File: config.mk
export PLATFORM = sky130hd
export DESIGN_NAME = gullfaxi_arbiter
export DESIGN_NICKNAME = d
export VERILOG_FILES = /design/src/rtl/gullfaxi_arbiter.sv
export SDC_FILE = /design/constraint.sdc
export NUM_CORES = 1
export LEC_CHECK = 0
export ABC_AREA = 1
export CORE_MARGIN = 4
export CORE_UTILIZATION = 52
export CTS_CLUSTER_DIAMETER = 200
export DETAILED_ROUTE_END_ITERATION = 6
export PLACE_DENSITY_LB_ADDON = 0.25
export SYNTH_ARGS = -nofsm -noshare
export SYNTH_HDL_FRONTEND = slang
export SYNTH_SLANG_ARGS = --single-unit
File: constraint.sdc
create_clock -name clk -period 6.42 [get_ports clk]
set_input_delay 1.284 -clock clk [delete_from_list [all_inputs] [get_ports clk]]
set_output_delay 1.284 -clock clk [all_outputs]
set_load 0.005 [all_outputs]
File: src/rtl/gullfaxi_arbiter.sv
// Three-way round-robin packet arbiter: grants one requester at a time and merges
// its byte stream onto a single registered output with length and timeout checking.
//   state   | meaning
//   IDLE    | no grant; pick next requester when the sink is ready
//   GRANTED | grant held, waiting for the requester's first byte
//   XFER    | forwarding bytes until R_end or the declared length
module gullfaxi_arbiter #(
    parameter int START_TIMEOUT = 8,
    parameter int NREQ          = 3
) (
    input  logic            clk,
    input  logic            reset,
    input  logic [2:0]      R_req,
    input  logic [2:0][5:0] R_length,
    input  logic [2:0]      R_start,
    input  logic [2:0]      R_end,
    input  logic [2:0][7:0] R_data,
    output logic [2:0]      R_grant,
    input  logic            Q_ready,
    output logic            Q_valid,
    output logic            Q_start,
    output logic            Q_end,
    output logic [7:0]      Q_data,
    output logic [5:0]      Q_length,
    output logic [1:0]      Q_src,
    output logic            err_len,
    output logic            err_timeout
);

    localparam int TW = $clog2(START_TIMEOUT + 1);

    typedef enum logic [1:0] {
        IDLE    = 2'd0,
        GRANTED = 2'd1,
        XFER    = 2'd2
    } state_t;

    state_t        state;
    logic [1:0]    sel;
    logic [1:0]    last_winner;
    logic [5:0]    len_reg;
    logic [5:0]    byte_cnt;
    logic [TW-1:0] wait_cnt;

    logic          pick_valid;
    logic [1:0]    pick_idx;
    logic [TW-1:0] wait_nxt;
    logic [5:0]    byte_nxt;

    assign wait_nxt = wait_cnt + TW'(1);
    assign byte_nxt = byte_cnt + 6'd1;

    // First requesting index after the previous winner, wrapping around.
    always_comb begin
        pick_valid = 1'b0;
        pick_idx   = 2'd0;
        for (int i = 1; i <= NREQ; i++) begin
            if (!pick_valid && R_req[(int'(last_winner) + i) % NREQ]) begin
                pick_valid = 1'b1;
                pick_idx   = 2'((int'(last_winner) + i) % NREQ);
            end
        end
    end

    always_ff @(posedge clk or negedge reset) begin
        if (!reset) begin
            state       <= IDLE;
            sel         <= 2'd0;
            last_winner <= 2'd2;
            len_reg     <= 6'd0;
            byte_cnt    <= 6'd0;
            wait_cnt    <= '0;
            R_grant     <= 3'b000;
            Q_valid     <= 1'b0;
            Q_start     <= 1'b0;
            Q_end       <= 1'b0;
            Q_data      <= 8'd0;
            Q_length    <= 6'd0;
            Q_src       <= 2'd0;
            err_len     <= 1'b0;
            err_timeout <= 1'b0;
        end else begin
            Q_valid     <= 1'b0;
            Q_start     <= 1'b0;
            Q_end       <= 1'b0;
            Q_data      <= 8'd0;
            Q_length    <= 6'd0;
            Q_src       <= 2'd0;
            err_len     <= 1'b0;
            err_timeout <= 1'b0;

            case (state)
                IDLE: begin
                    if (pick_valid && Q_ready) begin
                        sel      <= pick_idx;
                        len_reg  <= R_length[pick_idx];
                        R_grant  <= 3'b001 << pick_idx;
                        wait_cnt <= '0;
                        byte_cnt <= 6'd0;
                        state    <= GRANTED;
                    end else begin
                        R_grant <= 3'b000;
                    end
                end

                GRANTED: begin
                    if (R_start[sel]) begin
                        Q_valid  <= 1'b1;
                        Q_start  <= 1'b1;
                        Q_data   <= R_data[sel];
                        Q_length <= len_reg;
                        Q_src    <= sel;
                        byte_cnt <= 6'd1;
                        // A one-byte packet can finish on its start cycle.
                        if (R_end[sel] || len_reg == 6'd1) begin
                            Q_end       <= 1'b1;
                            err_len     <= !(R_end[sel] && len_reg == 6'd1);
                            R_grant     <= 3'b000;
                            last_winner <= sel;
                            byte_cnt    <= 6'd0;
                            state       <= IDLE;
                        end else begin
                            state <= XFER;
                        end
                    end else if (wait_nxt == TW'(START_TIMEOUT)) begin
                        err_timeout <= 1'b1;
                        R_grant     <= 3'b000;
                        last_winner <= sel;
                        wait_cnt    <= '0;
                        state       <= IDLE;
                    end else begin
                        wait_cnt <= wait_nxt;
                    end
                end

                XFER: begin
                    Q_valid  <= 1'b1;
                    Q_data   <= R_data[sel];
                    Q_length <= len_reg;
                    Q_src    <= sel;
                    if (R_end[sel] || byte_nxt == len_reg) begin
                        Q_end       <= 1'b1;
                        err_len     <= !(R_end[sel] && byte_nxt == len_reg);
                        R_grant     <= 3'b000;
                        last_winner <= sel;
                        byte_cnt    <= 6'd0;
                        wait_cnt    <= '0;
                        state       <= IDLE;
                    end else begin
                        byte_cnt <= byte_nxt;
                    end
                end

                default: begin
                    R_grant <= 3'b000;
                    state   <= IDLE;
                end
            endcase
        end
    end

endmodule

==> impl_metrics.yaml <==
floorplanning:
  dieHeight_um: 80.5
  die_x_um: 80.5
  rows: 26
  pin_count: 78
  die_area_sq_um: 6480
  start_util: 0.535
  core_sq_um: 5110
logic_synthesis:
  synth_top_family_by_area: "simple AND/OR/NAND/NOR gates"
  synthesis.nets: 418
  yosysWarnings: 0
  synthDistinctLibCells: 32
  avgSynthCellArea_sq_um: 7.74
  async_flop_share: 1.00
  synth_edf_count: 0
  muxShareOfSynthArea: 0
  yosys.area_share.xor_xnor: 0.0320
  postSynthCellCount: 353
  synthAdderAreaFrac: 0.0503
  synth_flop_cell: "dfrtp_1"
  ys_ff_latch: 46
  synth_compound_area_frac: 0.110
  netlist_area_sq_um: 2730
  synth-simple-area-share: 0.285
  seq_area_frac_synth: 0.422
setup_path:
  worstPathRequired_ps: 6650
  arrival_ps: 3200
  crit_family: "compound AO/OA/AOI/OAI gates"
  critPathKind: "in2reg"
  cp-end-kind: "flip-flop"
  crit_slowest_cell: "clkdlybuf4s50_1"
  cp_num_buf_inv: 2
  max_stage_delay_ps: 390
  worstPathCellList: "clkdlybuf4s50_1 > o21ai_0 > a2bb2oi_1 > ha_1 > nand2_1 > nor2_1 > inv_1 > nor2_1 > a31oi_1 > o21ai_0"
  start_kind: "input pin"
  critPathMaxFanout: 5
drt:
  via_count: 2581
  drtPass1Iterations: 5
  ant_nets: 0
  post-route-drc-count: 0
  routed_via_density: 5.14
  drtIter0Drc: 225
  wl_um: 6730
  avgRoutedWirePerCell_um: 13.4
placement:
  io_buffer_count: 77
  place_hpwl_um: 5230
  gp_congestion: 0.918
global_routing:
  grt_max_degree: 47
  grt_first_pass_wirelength_um: 11300
  track_usage: 0.223
  gr-total-overflow: 0
  grt_pass1_vias: 2465
  antenna_found_initial: 0
layout:
  final_common_cell: "clkdlybuf4s50_1"
  n_antenna_cell: 0
  drive_gt1_frac: 0.0764
  num-nets-final: 496
  finalCoreUtilization: 0.715
  area_delta_synth_final_pct: 33.6
  top_register: "Q_data"
  largest_reg_flops: 8
  final_cell_mix: "clkdlybuf4s50_1 (76), nand2_1 (73), inv_1 (55), dfrtp_1 (45), nand3_1 (38)"
clock_network:
  clock-root-buffer: "clkbuf_8"
  cts_hold_buf: 0
  cts.sinks: 46
  cts_max_path_buffers: 2
  cts_resized: 0
  numCtsBuffers: 5
  clkTransAtPathRegs_ps: 80
  cts_htree_levels: 2
  clk_latency_ps: 300
  cts_setup_buffers: 0
  cts_tree: "built"
timing:
  tns_ps: 0
  rsz0062_at_grt: "false"
  relSlewSlack: 0.353
  setup-violations-final: 0
  worstMarginPinSlew_ps: 970
  skew_ps: 6.57
  hold_viol_final: 0
  finalCritPeriodShare: 0.463
  period_minus_slack_ps: 2970
  maxSlewViolCount: 0
  fmax_mhz: 336
power:
  internal-power_mw: 0.770
  p_leak_nw: 1.82
  ir_worst_vdd_mv: 0.250
  finalPower_mw: 1.33
  power_density_nw_per_um2: 364
  switching_share: 0.421
  clkPwrFrac: 0.159
  p_comb_frac: 0.516
  p_switching_mw: 0.559
  sequentialPowerShare: 0.325
hold_path:
  hold_class: "reg2reg"
status:
  status: "completed"
run:
  cap_violations: 0
==> cells by family (layout without fill, tap and decap cells) <==
| family | Yosys count | after routing |
|---|---|---|
| AOI/OAI and AO/OA | 49 | 49 |
| xor gates and xnor gates | 10 | 10 |
| adders and majority gates | 11 | 11 |
| buffers and inverters | 68 | 147 |
| DFF | 46 | 46 |
| and+or+nand+nor | 169 | 169 |
==> per-layer routing <==
layer  GRT usage  vias up  share of wire
met4      0.0659        0          0.015
met5           0        -              0
met3      0.0594        9           0.11
li1            -     1279              -
met2       0.387      120           0.46
met1       0.268     1173           0.41
==> cell type report <==
| cell class | count | area [sq um] |
|---|---|---|
| clock buffer | 6 | 72.6 |
| tap | 70 | 87.6 |
| clock inverter | 2 | 37.5 |
| inverter | 62 | 233 |
| fill | 415 | 1460 |
| multi-input combinational | 239 | 1300 |
| sequential | 46 | 1150 |
| timing repair buffer | 77 | 766 |
==> path summary, 6_finish.rpt <==
check	start	endpoint	slack (ps)	cells past startpoint
min	last_winner[1]	last_winner[1]	490	2
min reg2reg	last_winner[1]	last_winner[1]	490	2
max reg2reg	sel[0]	byte_cnt[0]	3490	11
max in group asynchronous	reset	len_reg[3]	4690	1
max	R_end[1]	byte_cnt[0]	3450	10
min in group asynchronous	reset	wait_cnt[3]	1130	1
==> through the flow <==
| step | instances | hold slack, ps | setup WS [ps] | area [sq um] |
|---|---|---|---|---|
| after floorplan | 353 | 451 | 3880 | 2730 |
| after CTS | 502 | 497 | 3480 | 3650 |
| after global placement | 494 | 466 | 3260 | 3540 |
| final | 502 | 494 | 3450 | 3650 |
| after detailed placement | 494 | 479 | 3160 | 3540 |
| after global routing | 502 | 509 | 3120 | 3650 |
==> cell usage after synthesis (3+ instances only) <==
library cell,number,area [sq um]
nand2_1,73,274
inv_1,55,206
dfrtp_1,45,1130
nand3_1,38,190
nor2_1,37,139
o21ai_0,22,110
ha_1,11,138
a21oi_1,10,50.1
a2bb2oi_1,9,78.8
inv_2,6,22.5
xor2_1,6,52.6
nand3_2,4,40.0
nand4_1,4,25.0
xnor2_1,4,35.0
buf_6,3,33.8
clkbuf_1,3,11.3
nand2_2,3,18.8
or2_2,3,18.8
==> worst register-to-register path, delay by kind of cell, from the launching register on <==
family / cells / cell delay (ps)
AO/OA/AOI/OAI: 3 / 560
adder cells (fa/ha/maj): 1 / 230
buffers and inverters: 3 / 790
flip-flops: 1 / 610
AND/OR/NAND/NOR: 4 / 690
==> power by group through the flow <==
| stage | logic (mW) | registers, mW | clock network (mW) |
|---|---|---|---|
| 3_5_place_dp | 0.684 | 0.436 | 0 |
| 6_report | 0.686 | 0.431 | 0.211 |
| 5_1_grt | 0.775 | 0.442 | 0.225 |
| 3_3_place_gp | 0.667 | 0.432 | 0 |
| 2_1_floorplan | 0.470 | 0.423 | 0 |
| 4_1_cts | 0.691 | 0.431 | 0.215 |
Note: power is estimated with default switching activity, not from simulation.
